### src/rtl/id_ex_stage_pkg.sv
// Shared types for the ID/EX stage: control bundle, operand/next-pc encodings.
// Optional statistics counters are built when ID_EX_STATS_EN is defined.
package id_ex_stage_pkg;

  typedef enum logic [3:0] {
    ALU_ADD  = 4'd0,
    ALU_SUB  = 4'd1,
    ALU_SLL  = 4'd2,
    ALU_SLT  = 4'd3,
    ALU_SLTU = 4'd4,
    ALU_XOR  = 4'd5,
    ALU_SRL  = 4'd6,
    ALU_SRA  = 4'd7,
    ALU_OR   = 4'd8,
    ALU_AND  = 4'd9,
    ALU_LUI  = 4'd10
  } alu_op_e;

  typedef enum logic [1:0] {
    SRC2_RS2  = 2'b00,
    SRC2_IMM  = 2'b01,
    SRC2_FOUR = 2'b11
  } src2_e;

  typedef enum logic [1:0] {
    NPC_SEQ    = 2'b00,
    NPC_PCIMM  = 2'b01,
    NPC_RS1IMM = 2'b11
  } npc_e;

  typedef struct packed {
    logic [3:0] alu_op;
    logic       mem_to_reg;
    logic       mem_write;
    logic       alu_src1;
    logic       reg_write;
    logic       branch;
    logic       invert_branch;
    logic       jump;
    logic       bit_exit;
    logic [1:0] alu_src2;
    logic [1:0] type_instr;
  } ctrl_t;

  localparam ctrl_t CTRL_NOP = '0;

  // Bubble keeps stale payload but drops anything with an architectural effect.
  function automatic ctrl_t ctrl_kill(input ctrl_t c);
    ctrl_t k;
    k           = c;
    k.reg_write = 1'b0;
    k.mem_write = 1'b0;
    k.branch    = 1'b0;
    k.jump      = 1'b0;
    k.bit_exit  = 1'b0;
    return k;
  endfunction

endpackage

### src/rtl/id_ex_stage_hazard_detect.sv
// Combinational load-use hazard compare between the EX-resident load
// and the instruction currently presented by the decoder.
module hazard_detect
  import id_ex_stage_pkg::*;
#(
  parameter int REGIDX_W = 5
) (
  input  logic                i_ex_valid,
  input  logic                i_ex_mem_to_reg,
  input  logic                i_ex_reg_write,
  input  logic [REGIDX_W-1:0] i_ex_rd,
  input  logic                i_id_live,
  input  logic [REGIDX_W-1:0] i_id_rs1,
  input  logic [REGIDX_W-1:0] i_id_rs2,
  input  logic                i_id_alu_src1,
  input  logic [1:0]          i_id_alu_src2,
  input  logic                i_id_mem_write,
  output logic                o_hazard
);

  logic w_ex_load;
  logic w_use_rs1;
  logic w_use_rs2;

  assign w_ex_load = i_ex_valid & i_ex_mem_to_reg
                   & i_ex_reg_write
                   & (i_ex_rd != '0);

  // rs1 counts as read whenever src1 selects the register (LUI may false-stall).
  assign w_use_rs1 = (i_id_rs1 == i_ex_rd)
                   & ~i_id_alu_src1;

  assign w_use_rs2 = (i_id_rs2 == i_ex_rd)
                   & ((i_id_alu_src2 == SRC2_RS2)
                      | i_id_mem_write);

  assign o_hazard = w_ex_load & i_id_live
                  & (w_use_rs1 | w_use_rs2);

endmodule

### src/rtl/id_ex_stage.sv
// ID/EX pipeline register with load-use bubbles, flush and sticky halt.
// Define ID_EX_STATS_EN to build the stall/flush statistics counters.
module id_ex_stage
  import id_ex_stage_pkg::*;
#(
  parameter int XLEN     = 32,
  parameter int REGIDX_W = 5
) (
  input  logic                clk,
  input  logic                rst,
  input  logic                in_valid,
  input  logic                dec_valid,
  input  logic [3:0]          dec_alu_op,
  input  logic                dec_mem_to_reg,
  input  logic                dec_mem_write,
  input  logic                dec_alu_src1,
  input  logic                dec_reg_write,
  input  logic                dec_branch,
  input  logic                dec_invert_branch,
  input  logic                dec_jump,
  input  logic                dec_bit_exit,
  input  logic [1:0]          dec_alu_src2,
  input  logic [1:0]          dec_type_instr,
  input  logic [XLEN-1:0]     in_pc,
  input  logic [XLEN-1:0]     in_rs1_data,
  input  logic [XLEN-1:0]     in_rs2_data,
  input  logic [XLEN-1:0]     in_imm,
  input  logic [REGIDX_W-1:0] in_rs1,
  input  logic [REGIDX_W-1:0] in_rs2,
  input  logic [REGIDX_W-1:0] in_rd,
  input  logic                flush,
  input  logic                ex_stall,
  output logic                in_ready,
  output logic                out_valid,
  output logic [3:0]          out_alu_op,
  output logic                out_mem_to_reg,
  output logic                out_mem_write,
  output logic                out_alu_src1,
  output logic                out_reg_write,
  output logic                out_branch,
  output logic                out_invert_branch,
  output logic                out_jump,
  output logic                out_bit_exit,
  output logic [1:0]          out_alu_src2,
  output logic [1:0]          out_type_instr,
  output logic [XLEN-1:0]     out_pc,
  output logic [XLEN-1:0]     out_rs1_data,
  output logic [XLEN-1:0]     out_rs2_data,
  output logic [XLEN-1:0]     out_imm,
  output logic [REGIDX_W-1:0] out_rs1,
  output logic [REGIDX_W-1:0] out_rs2,
  output logic [REGIDX_W-1:0] out_rd,
  output logic                halted,
  output logic [31:0]         stall_cnt,
  output logic [31:0]         flush_cnt
);

  ctrl_t               r_ctrl;
  logic                r_valid;
  logic                r_halted;
  logic [XLEN-1:0]     r_pc;
  logic [XLEN-1:0]     r_rs1_data;
  logic [XLEN-1:0]     r_rs2_data;
  logic [XLEN-1:0]     r_imm;
  logic [REGIDX_W-1:0] r_rs1;
  logic [REGIDX_W-1:0] r_rs2;
  logic [REGIDX_W-1:0] r_rd;

  ctrl_t w_dec_ctrl;
  logic  w_live;
  logic  w_hazard;
  logic  w_bubble;
  logic  w_kill;
  logic  w_load;

  assign w_dec_ctrl = '{
    alu_op:        dec_alu_op,
    mem_to_reg:    dec_mem_to_reg,
    mem_write:     dec_mem_write,
    alu_src1:      dec_alu_src1,
    reg_write:     dec_reg_write,
    branch:        dec_branch,
    invert_branch: dec_invert_branch,
    jump:          dec_jump,
    bit_exit:      dec_bit_exit,
    alu_src2:      dec_alu_src2,
    type_instr:    dec_type_instr
  };

  assign w_live = in_valid & dec_valid & ~r_halted;

  hazard_detect #(
    .REGIDX_W (REGIDX_W)
  ) u_hazard (
    .i_ex_valid      (r_valid),
    .i_ex_mem_to_reg (r_ctrl.mem_to_reg),
    .i_ex_reg_write  (r_ctrl.reg_write),
    .i_ex_rd         (r_rd),
    .i_id_live       (w_live),
    .i_id_rs1        (in_rs1),
    .i_id_rs2        (in_rs2),
    .i_id_alu_src1   (dec_alu_src1),
    .i_id_alu_src2   (dec_alu_src2),
    .i_id_mem_write  (dec_mem_write),
    .o_hazard        (w_hazard)
  );

  // Edge priority: flush > ex_stall > hazard/halt bubble > capture.
  assign w_bubble = ~flush & ~ex_stall
                  & (w_hazard | r_halted);
  assign w_kill   = flush | w_bubble;
  assign w_load   = ~flush & ~ex_stall
                  & ~w_hazard & ~r_halted;

  assign in_ready = ~ex_stall & ~w_hazard
                  & ~r_halted;

  always_ff @(posedge clk or posedge rst) begin
    if (rst) begin
      r_valid    <= 1'b0;
      r_halted   <= 1'b0;
      r_ctrl     <= CTRL_NOP;
      r_pc       <= '0;
      r_rs1_data <= '0;
      r_rs2_data <= '0;
      r_imm      <= '0;
      r_rs1      <= '0;
      r_rs2      <= '0;
      r_rd       <= '0;
    end else begin
      if (w_kill) begin
        r_valid <= 1'b0;
        r_ctrl  <= ctrl_kill(r_ctrl);
      end else if (w_load) begin
        r_valid    <= w_live;
        r_ctrl     <= w_dec_ctrl;
        r_pc       <= in_pc;
        r_rs1_data <= in_rs1_data;
        r_rs2_data <= in_rs2_data;
        r_imm      <= in_imm;
        r_rs1      <= in_rs1;
        r_rs2      <= in_rs2;
        r_rd       <= in_rd;
      end
      if (w_load & w_live & dec_bit_exit)
        r_halted <= 1'b1;
    end
  end

`ifdef ID_EX_STATS_EN
  logic [31:0] r_stall_cnt;
  logic [31:0] r_flush_cnt;

  always_ff @(posedge clk or posedge rst) begin
    if (rst) begin
      r_stall_cnt <= '0;
      r_flush_cnt <= '0;
    end else begin
      if (w_bubble & w_hazard)
        r_stall_cnt <= r_stall_cnt + 32'd1;
      if (flush)
        r_flush_cnt <= r_flush_cnt + 32'd1;
    end
  end

  assign stall_cnt = r_stall_cnt;
  assign flush_cnt = r_flush_cnt;
`else
  assign stall_cnt = '0;
  assign flush_cnt = '0;
`endif

  assign out_valid         = r_valid;
  assign halted            = r_halted;
  assign out_alu_op        = r_ctrl.alu_op;
  assign out_mem_to_reg    = r_ctrl.mem_to_reg;
  assign out_mem_write     = r_ctrl.mem_write;
  assign out_alu_src1      = r_ctrl.alu_src1;
  assign out_reg_write     = r_ctrl.reg_write;
  assign out_branch        = r_ctrl.branch;
  assign out_invert_branch = r_ctrl.invert_branch;
  assign out_jump          = r_ctrl.jump;
  assign out_bit_exit      = r_ctrl.bit_exit;
  assign out_alu_src2      = r_ctrl.alu_src2;
  assign out_type_instr    = r_ctrl.type_instr;
  assign out_pc            = r_pc;
  assign out_rs1_data      = r_rs1_data;
  assign out_rs2_data      = r_rs2_data;
  assign out_imm           = r_imm;
  assign out_rs1           = r_rs1;
  assign out_rs2           = r_rs2;
  assign out_rd            = r_rd;

endmodule

### config.mk
export PLATFORM = sky130hd
export DESIGN_NAME = id_ex_stage
export DESIGN_NICKNAME = d
export VERILOG_FILES = /design/src/rtl/id_ex_stage_pkg.sv /design/src/rtl/id_ex_stage_hazard_detect.sv /design/src/rtl/id_ex_stage.sv
export SDC_FILE = /design/constraint.sdc
export NUM_CORES = 1
export LEC_CHECK = 0
export ABC_AREA = 1
export CAP_MARGIN = 20
export CORE_MARGIN = 8
export CORE_UTILIZATION = 35
export DETAILED_ROUTE_END_ITERATION = 10
export PLACE_DENSITY = 0.8
export SLEW_MARGIN = 20
export SYNTH_ARGS = -nofsm -noshare
export SYNTH_HDL_FRONTEND = slang
export SYNTH_HIERARCHICAL = 1
export SYNTH_SLANG_ARGS = --single-unit
### constraint.sdc
create_clock -name clk -period 6.9 [get_ports clk]
set_input_delay 1.725 -clock clk [delete_from_list [all_inputs] [get_ports clk]]
set_output_delay 1.725 -clock clk [all_outputs]
set_load 0.03 [all_outputs]
=== Word-level counts from Yosys, hierarchy flattened ===
Index checks and enable logic that the tools add are counted.

* Add/sub/neg operators: 0
* Bitwise operators: 27
* Multiply operators: 0
* Mux-type cells: 4
* Equal/unequal tests: 2
* Shift operators: 0
* Magnitude comparators: 0
* Divide/modulo/power cells: 0
* Reductions and logical operators: 4

{| class="wikitable"
|+ Operators with widths
! operator !! number
|-
| two-way mux 11 bit || 2
|-
| bitwise AND 1 bit || 17
|-
| == test 5 bit || 2
|-
| inverter 1 bit || 6
|-
| nonzero test 5 bit || 1
|-
| OR 1 bit || 4
|-
| logical NOT 2 bit || 1
|-
| two-way mux 1 bit || 2
|-
| AND reduction 2 bit || 1
|-
| nonzero test 2 bit || 1
|}

* Output and inout port bits: 226
* Bits of input ports: 165
* Memories kept: 0
* Latch bits: 0
* Register bits after elaboration: 161
* Logic and storage cells: 57
* RAM bits: 0
* Memory bits (read-only): 0

=== Longest topological paths before layout ===
* Word-level depth: 10
* Depth in mapped cells: 12
* Depth with buffers taken out: 10

=== By module ===
The synthesis kept the hierarchy.

{| class="wikitable"
|+ Modules (own cells, without submodules)
! module !! cells each !! seq. area each (um2) !! area each (um2) !! instances
|-
| id_ex_stage || 750 || 4028.9 || 7402.1 || 1
|-
| hazard_detect || 60 || 0.0 || 240.2 || 1
|}

=== Least setup slack after synthesis ===
OpenSTA, ideal clock, no wires.

* Path kind: input to output
* Start point: in in_valid
* End point: out in_ready
* Required time: 5.175 ns
* Slack: 2.305 ns
* Stages on the path: 7
* Path buffers: 0
* Data arrival time: 2.870 ns
* Path through: nand2_1 -> or2_2 -> inv_1 -> and3_1 -> nand3_1 -> a21oi_1 -> nor3_1

* Longest elaborated chain between the ends: 7

{| class="wikitable"
|+ Ends and longest elaborated chain
! item !! RTL line !! RTL
|-
| from (decl) || id_ex_stage.sv:11 || <nowiki>input logic in_valid,</nowiki>
|-
| bitwise AND 1 bit (2 in series) || id_ex_stage.sv:90 || <nowiki>assign w_live = in_valid & dec_valid & ~r_halted;</nowiki>
|-
| via w_live || id_ex_stage.sv:70 || <nowiki>logic w_live;</nowiki>
|-
| bitwise AND 1 bit || id_ex_stage_hazard_detect.sv:37 || <nowiki>assign o_hazard = w_ex_load & i_id_live</nowiki>
|-
| bitwise AND 1 bit || id_ex_stage_hazard_detect.sv:38 || <nowiki>& (w_use_rs1 | w_use_rs2);</nowiki>
|-
| via w_hazard || id_ex_stage.sv:71 || <nowiki>logic w_hazard;</nowiki>
|-
| inverter 1 bit || id_ex_stage.sv:115 || <nowiki>assign in_ready = ~ex_stall & ~w_hazard</nowiki>
|-
| bitwise AND 1 bit || id_ex_stage.sv:115 ||
|-
| bitwise AND 1 bit || id_ex_stage.sv:116 || <nowiki>& ~r_halted;</nowiki>
|-
| to (decl) || id_ex_stage.sv:33 || <nowiki>output logic in_ready,</nowiki>
|}

The timed path passes the listed nets, and every way through them passes these cells.

=== Final worst setup path ===
Ends and elaborated chain as after synthesis.

==> results <==
- The flow ran to the end, and the final reports show no timing, DRC or antenna violations.
- The buffer depth of the longest clock path is 2.
- The residual DRC count is 0.
- 0 antenna diodes ended up in the layout.
- Once layout is done, the placed cells without fillers occupy 0.0113 sq mm.
- The fraction of layout instances using a drive strength above 1 is 0.145.
- For this design the ratio of total power to cell area is 326 mW/mm^2.
- The startpoint kind of the worst setup timing path is a primary input.
- The number of buffers created by CTS is 17.
- The per-cell routed wire length is 14.8 um.
- The number of instances in the synthesized netlist is 810.
- For this design the total switching power over the nets is 1.42 mW.
- For the worst setup path, the data required time is 5.18 ns.
- The buffers plus inverters on the worst setup path is 3.
- Routability-driven placement finished with a final weighted congestion of 0.841.
- The number of max-cap violations is 0.
- The class of the most critical hold timing path is register to register.
- The die footprint is 0.0268 sq mm.
- The slowest stage of the critical path belongs to the cell clkdlybuf4s50_1.
- The data arrival time at the worst-slack endpoint is 3.80 ns.
- The kind of cell adding the most delay to the critical path is buffers and inverters.
- The largest total area in the synthesized netlist belongs to dfrtp_1.
- The most used standard cell by instance count after synthesis is nand2_1.
- Each instance of the synthesized netlist takes up on average 9.43 sq um.
- Counting flops and latches in the post-synthesis netlist gives 161.
- The number of distinct standard cells referenced by the synthesized netlist is 24.
- TritonCTS built the clock tree.
- The sum of routed wire length over all layers is 21.0 mm.
- The violation count after the first detailed-routing iteration is just over 300.
- The number of antenna violations at the first check in global routing was 0.
- The floorplan die height is 164 um.
- Clock-pin slew was measured on the worst setup and hold paths at 0.06 ns.
- In this run the most used layer during global routing was met2.
- Of the total power, combinational logic draws 0.411.
- The overall track demand over capacity in global routing is 0.151.
- By startpoint and endpoint, the worst setup path is classified as primary input to output pin.
- The count of clock tree sinks is 161.
- For this design the static power due to leakage is between 5 and 6 nW.
- The signal on the critical path passes through clkdlybuf4s50_1 -> nand2_1 -> or2_2 -> inv_1 -> and3_1 -> nand3_1 -> a21oi_1 -> nor3_1 -> clkdlybuf4s50_1.
- In the routed layout, each cell is associated on average with a via count of ~4.1.
- For the pin with the worst max-slew slack, the measured transition is 0.820 ns.
- During synthesis, Yosys emitted a total of 6 warnings.
- The clock latency on the worst-skew pair is 0.42 ns.
- The length of the first detailed-routing pass in iterations is 4.
- The startpoint identified for the worst register-to-register timing path is halted.
- After layout, the minimum clock period comes to 5.52 ns.
- The sequential cell fraction of total power is 0.354.
- In this run the most critical hold path is launched from out_alu_src1.
- The area share of the largest cell type after synthesis is 0.527.
- For met2 alone, demand over resource in global routing was 0.263.
- The maximum level of the CTS H-tree is 4.
- In the synthesized netlist the async set-or-reset flop fraction comes to 1.00.
- By count the netlist is led by nand2_1, inv_1, dfrtp_1.
- The number of global-route vias before repair came to just under 6000.
- The HPWL after detailed placement is 16.2 mm.
- The final cycle utilization of the critical path is 0.800.
- The detailed-route via count is 5839.
- For met1 alone, demand over resource in global routing was 0.165.
- The total negative slack is 0 ns.
- The synthesized netlist occupies a cell area of 0.00764 sq mm.
- Clock skew on the completed layout was measured at 0.0169 ns.
- Timing would allow up to 181 MHz.
- The post-cts repair resize count is 0.
- The timing startpoint of the critical path is in_valid.
- The most numerous cell type found on the critical path is clkdlybuf4s50_1.
- In this design, the stage delay of the slowest critical-path cell is 0.61 ns.
- Summing all placed instances gives a cell area of 0.0107 sq mm.
- The wire length of the first global-routing pass is ~32 mm.
- The share of total power dissipated in the clock network is 0.235.
- The maximum fanout along the worst path is 2.
- Entering global routing, the biggest net connects 106 pins.
- Setup violations remaining at the end of the flow were counted as 0.
- The cell row count is 54.
- The floorplan step set the die width to 164 um.
- The post-CTS setup buffer count is 0.
- By area the synthesized netlist is led by dfrtp_1, o21ai_2, nand2_1.
- Summed over all layers, the global routing overflow is 0.
- The headroom to the max-slew limit is 0.453.
- Setup repair after global routing left no endpoint under its margin.
- Buffers inserted to repair hold after CTS numbered 0.
- In this run the standard cell core region covers approximately 0.022 sq mm.
- Counting flops with a built-in enable in the synthesized netlist gives 0.
- The most frequently used flop master after synthesis is dfrtp_1.
- The number of top-level pins is 391.
- VDD sags by at most 0.168 mV.
- The number of nets with antenna violations after detailed routing is 0.
- The layout overhead on the synthesized area is 47.4%.
- The clock tree root buffer cell is clkbuf_16.
- The net total in the final layout is 1289.
- Internal power comes to 2.25 mW.
- Of the total power, the share spent switching nets is 0.387.
- The initial utilization of the core area, before any placement, comes to 0.353.
- The number of hold violations in the final report is 0.
- The count of buffers added on input and output ports is 326.
- The worst setup path is captured at an output pin.
- The part of the Yosys area used for sequential elements is 0.527.
- The number of slew-limit violations in the final report was 0.
- The met3 layer usage reported by global route is 0.0634.
==> cell type report <==
cell class | instances | area (sq um)
Timing Repair Buffer | 331 | 3350
Fill cell | 1991 | 10400
Multi-Input combinational cell | 436 | 2340
Clock buffer | 19 | 433
Clock inverter | 12 | 101
Sequential cell | 161 | 4030
Tap cell | 280 | 350
Inverter | 177 | 669
==> power by group through the flow <==
stage	registers, mW	logic (mW)	clock network, mW
final	1.30	1.51	0.865
after global routing	1.33	1.60	0.940
after CTS	1.30	1.52	0.899
after detailed placement	1.32	1.52	0
after global placement	1.31	1.51	0
after floorplan	1.77	0.443	0
==> tightest hold or removal path, stage by stage, from the launching register on <==
cell     delay [ns]
dfrtp_1        0.34
nand2_1        0.06
o21ai_2        0.05
==> logic make-up after synthesis <==
family,share of synthesized area
flip-flops,0.527
AND/OR/NAND/NOR,0.110
buffers and inverters,0.198
AO/OA/AOI/OAI,0.165
other,0.000491
==> through the flow <==
step | total power [mW] | util | worst slack [ns] | cells | hold slack (ns)
floorplan | 2.21 | - | 0.827 | 873 | 0.654
global placement | 2.81 | 0.495 | 1.43 | 1384 | 0.461
detailed placement | 2.84 | 0.495 | 1.40 | 1384 | 0.468
CTS | 3.73 | 0.520 | 1.39 | 1415 | 0.483
global route | 3.88 | 0.521 | 1.28 | 1416 | 0.501
finish | 3.68 | 0.521 | 1.38 | 1416 | 0.480
==> worst paths after layout <==
check                                   end  slack (ns)  depth (start not counted)
max in group asynchronous       out_imm[16]        3.83                          4
min reg2reg                    out_alu_src1        0.48                          2
max                                in_ready        1.38                          9
min in group asynchronous  out_rs1_data[29]        1.68                          2
max reg2reg                out_rs2_data[26]        4.03                         10
min                            out_alu_src1        0.48                          2
==> cells in the final DEF (no fill, tap or decap), types with 2 or more instances in the layout <==
cell / count
dfrtp_1: 161
o21ai_1: 8
clkdlybuf4s50_1: 326
buf_4: 2
buf_12: 2
nand3_1: 10
clkinv_4: 4
inv_1: 171
nor2_1: 10
nand2_1: 182
o21ai_0: 31
o21ai_2: 120
conb_1: 64
inv_6: 3
clkinvlp_4: 5
clkbuf_1: 2
inv_2: 5
clkbuf_16: 17
nor3_1: 2
==> per-layer routing <==
metal	vias up	wire (um)
met5	-	0
met4	0	261
met3	13	2250
met2	233	10500
met1	2661	7930
li1	2932	-
(Power assumes the default switching activity.)
==> patch 1 (config.mk and constraints unchanged) <==
The option `ID_EX_STATS_EN` is turned on by a define.
--- a/src/rtl/id_ex_stage.sv
+++ b/src/rtl/id_ex_stage.sv
@@ -1,5 +1,7 @@
 // ID/EX pipeline register with load-use bubbles, flush and sticky halt.
 // Define ID_EX_STATS_EN to build the stall/flush statistics counters.
+`define ID_EX_STATS_EN
+
 module id_ex_stage
   import id_ex_stage_pkg::*;
 #(
Check against the original RTL: not equivalent (Yosys sat finds a counterexample within 4 cycles, from zero or initial values and one cycle with rst high).
==> patch 1 against the original RTL <==
  * Hold slack got worse by 0.011 ns
  * Sequential cell count increased by 64
  * Final area increased by 33%
  * Synthesized area increased by 29%
  * Critical endpoint unchanged
  * Routed wire length increased by 53%
  * Die area increased by 26%
  * Total power decreased by 7.6%
  * Worst setup slack got worse by 0.23 ns
  * Critical path type unchanged
  * Clock skew about the same
  * Synthesized cell count increased by 44%
==> patch 1: results (changes against the original RTL) <==
stage	metric	value	unit	change
global_route	vias in the first global route	8957		+52%
timing	worst clock skew	0.01738	ns	+0.0004709 ns
yosys	Synth top cells by count	nand2_1, dfrtp_1, inv_1		
min_path	HP Start	out_pc[14]		
route	DR vias	8980		+54%
global_route	first-pass GRT wire length	49850	µm	+56%
route	Post-Route WL	32150	µm	+53%
timing	slew margin rel.	0.3455		-0.1076
yosys	Unique masters post-synth	31		+29%
status	status	finished clean		
yosys	Area contributors post-synth	dfrtp_1, nand2_1, inv_1		
global_route	largest net degree at the start of global routing	123		+16%
power_and_ir_drop	Switching Fraction	0.2576		-0.1296
route	drt pass-1 iters	5		+1
clock_network	Max Root-Sink Buffers	3		+1
global_route	global router's overall resource usage	0.1841		+0.03311
setup_path	CP Max Fanout	3		+1
power_and_ir_drop	P_leak	0.007422	µW	+33%
clock_network	worst skew pair latency	0.53	ns	+0.11 ns
setup_path	R2R Path Start	out_rd[2]		
setup_path	crit path DAT	4.02	ns	+0.22 ns
finish	layout cells sized above 1	0.05781		-0.08743
clock_network	H-tree depth	1		-3
power_and_ir_drop	VDD IR max	192.5	µV	+14%
setup_path	worst setup path start	in_rs2[1]		
placed_design	GPL Wtd Cong	0.8674		+3.1%
[patch 1: changes by cell type in the layout (fill, tap and decap cells not counted), sizes merged, moves of 59 or more]
cell           unedited run  this run
o21ai                   159         5
nor2                     12        71
clkdlybuf4s50           326       390
inv                     180        75
dfrtp                   161       225
conb                     64         0
nand2                   183       625
[patch 1: power groups by stage]
stage	registers (µW)	logic [µW]	clock network, µW
after floorplan	1560	111	0
after global placement	1450	479	0
after detailed placement	1450	485	0
after CTS	1430	488	1530
after global routing	1440	517	1580
final	1430	480	1490
[patch 1: path summary, 6_finish.rpt]
kind / depth (start not counted) / to / slack (ns)
max: 11 / in_ready / 1.15
min: 2 / out_pc[14] / 0.47
max reg2reg: 13 / out_rs2_data[26] / 3.70
min reg2reg: 2 / out_pc[14] / 0.47
max in group asynchronous: 4 / out_pc[8] / 3.97
min in group asynchronous: 3 / flush_cnt[8] / 1.75
[patch 1: per-layer routing]
| layer | vias to the layer above | part of all wire | GRT usage |
|---|---|---|---|
| li1 | 4329 | - | - |
| met3 | 80 | 0.075 | 0.05138 |
| met1 | 4248 | 0.39 | 0.2110 |
| met5 | - | 0 | 0 |
| met4 | 0 | 0.044 | 0.07615 |
| met2 | 323 | 0.49 | 0.3193 |
[patch 1: kinds of logic after synthesis]
logic type	Yosys count	share of synthesized area
flip-flops	225	0.5701
buffers and inverters	110	0.05916
adder cells (fa/ha/maj)	2	0.002533
AO/OA/AOI/OAI	7	0.003800
XOR/XNOR	44	0.03902
AND/OR/NAND/NOR	776	0.3254
[patch 1: per-stage QoR]
stage | utilization | hold WS, ns | total power, µW | std cells | area [µm²]
detailed placement | 0.5050 | 0.4572 | 1935 | 1902 | 14030
finish | 0.5393 | 0.4683 | 3398 | 1952 | 14980
global placement | 0.5050 | 0.4524 | 1926 | 1902 | 14030
CTS | 0.5393 | 0.4713 | 3444 | 1952 | 14980
global route | 0.5393 | 0.4815 | 3529 | 1952 | 14980
floorplan | - | 0.6467 | 1669 | 1164 | 9881
[patch 1: layout make-up]
class	count	area, µm²
clock buffer	39	810.8
clock inverter	11	143.9
fill	2416	12800
inverter	74	289.0
multi-input combinational	829	3662
sequential	225	5630
tap	378	473.0
timing repair buffer	396	3974
[patch 1: tightest hold or removal path, delay by kind of cell, from the launching register on]
kind | cells | cell delay [ns]
flops | 1 | 0.34
simple gates | 2 | 0.09
==> patch 2 (config.mk and constraints unchanged) <==
Made on the original files. `XLEN`: 32 -> 28.
--- a/src/rtl/id_ex_stage.sv
+++ b/src/rtl/id_ex_stage.sv
@@ -3,7 +3,7 @@
 module id_ex_stage
   import id_ex_stage_pkg::*;
 #(
-  parameter int XLEN     = 32,
+  parameter int XLEN     = 28,
   parameter int REGIDX_W = 5
 ) (
   input  logic                clk,
Interface: changed (8 resized); port bits go from 391 to 359. The function was not compared with the original's and may differ.
==> patch 2 against the original RTL <==
  * Core utilization increased by 2.7 points
  * Largest cell class unchanged
  * Sequential power fell by 9%
  * Final area shrank 12%
  * Sequential cell count decreased by 16
  * Synthesized area is 16% lower
  * Routed wire length shrank 7.1%
  * Worst setup slack better by 0.015 ns
  * First-iteration DRC count fell by 32%
  * Largest power group unchanged
  * Total power shrank 6.8%
  * Die area is 14% lower
  * Highest routed layer unchanged
==> patch 2: results (changes against the original RTL) <==
stage	metric	value	unit	change
finish	Final clock-cell share	0.06180		+0.01439
timing	worst clock skew	0.008743	ns	-0.008170 ns
clock_network	post-CTS setup buffers	0		unchanged
timing	slew margin rel.	0.4527		about the same
yosys	Synth Area in Compound Gates	0.1141		-0.05064
finish	Multi-Input Combinational	404		-7.3%
yosys	ys flop type	dfrtp_1		
route	drt pass-1 iters	4		unchanged
timing	WHS	0.4811	ns	+0.001587 ns
finish	Plain + repair buffers	299		-9.7%
global_route	largest net degree at the start of global routing	114		+7.5%
finish	fraction of area in non-clock buffers	0.3029		+0.006025
yosys	Unique masters post-synth	25		+4.2%
min_path	HP Start	out_imm[17]		
global_route	vias in the first global route	5573		-5.4%
finish	fin nets	1177		-8.7%
setup_path	R2R Path Start	out_rd[4]		
setup_path	FF-to-FF path depth	11		+1
placed_design	I/O Buffers	294		-9.8%
power_and_ir_drop	P_leak	0.004995	µW	-11%
power_and_ir_drop	comb pwr	1280	µW	-15%
global_route	global router's overall resource usage	0.1658		+0.01486
route	wire per inst	15.37	µm	+3.7%
yosys	async set-or-reset flop fraction in the synthesized netlist	1.000		unchanged
finish	layout cells sized above 1	0.04620		-0.09905
setup_path	setup slack, reg-to-reg	4.12	ns	+0.09 ns
finish	Non-CTS inverters	161		-9.0%
status	status	finished clean		
yosys	Seq/Total Area, Yosys	0.5626		+0.03538
route	DR vias	5369		-8.0%
finish	filler instances	1629		-18%
placed_design	hpwl dp	15110	µm	-6.6%
route	number of DRC markers in iteration 0	207		-32%
min_path	Hold Path Sink	out_imm[17]		
setup_path	worst setup path start	in_rs2[4]		
yosys	Area contributors post-synth	dfrtp_1, nand2_1, inv_1		
placed_design	Placed Instance Area	9269	µm²	-13%
finish	fin area	9879	µm²	-12%
power_and_ir_drop	clock power share	0.282		+0.047
setup_path	reg2reg end	out_alu_src2[1]		
global_route	first-pass GRT wire length	29470	µm	-7.6%
finish	number of diodes	0		unchanged
finish	multi-input combinational cell area	1752	µm²	-25%
power_and_ir_drop	Switching Fraction	0.3650		-0.02217
power_and_ir_drop	Pint	2176	µW	-3.4%
setup_path	CP Max Fanout	3		+1
power_and_ir_drop	VDD IR max	192.7	µV	+14%
floorplan	core area	18020	µm²	-17%
clock_network	clock sink count	145		-9.9%
placed_design	GPL Wtd Cong	0.7625		-9.4%
finish	register area	3628	µm²	-9.9%
setup_path	crit path DAT	3.78	ns	-0.02 ns
yosys	Synth top cells by count	nand2_1, inv_1, dfrtp_1		
min_path	Hold Path Cell Cnt	2		unchanged
[patch 2: changes by cell type after synthesis, moves of 5 or more]
cell / delta
buf_2: +10
buf_6: -20
clkbuf_1: +5
dfrtp_1: -16
inv_1: -16
nand2_1: -16
o21ai_0: +22
o21ai_1: +80
o21ai_2: -118
[patch 2: critical path: stages]
cell	delay (ns)
clkdlybuf4s50_1	0.59
inv_1	0.08
nand2_1	0.07
nand2_1	0.06
nor2_1	0.21
nand3_1	0.12
a21oi_1	0.24
nor3_1	0.07
clkdlybuf4s50_1	0.61
[patch 2: per-layer routing]
metal  vias up  part of all wire  track usage  wire, µm
met3        17              0.11      0.06742      2210
met1      2439              0.38       0.1841      7481
met5         -                 0            0         0
li1       2674                 -            -         -
met4         0             0.015      0.05096       283
met2       239              0.49       0.2854      9509
[patch 2: per-stage QoR]
step	std cells	setup slack [ns]
finish	1268	1.394
global placement	1238	1.502
global route	1268	1.318
detailed placement	1238	1.435
CTS	1268	1.430
floorplan	806	1.280
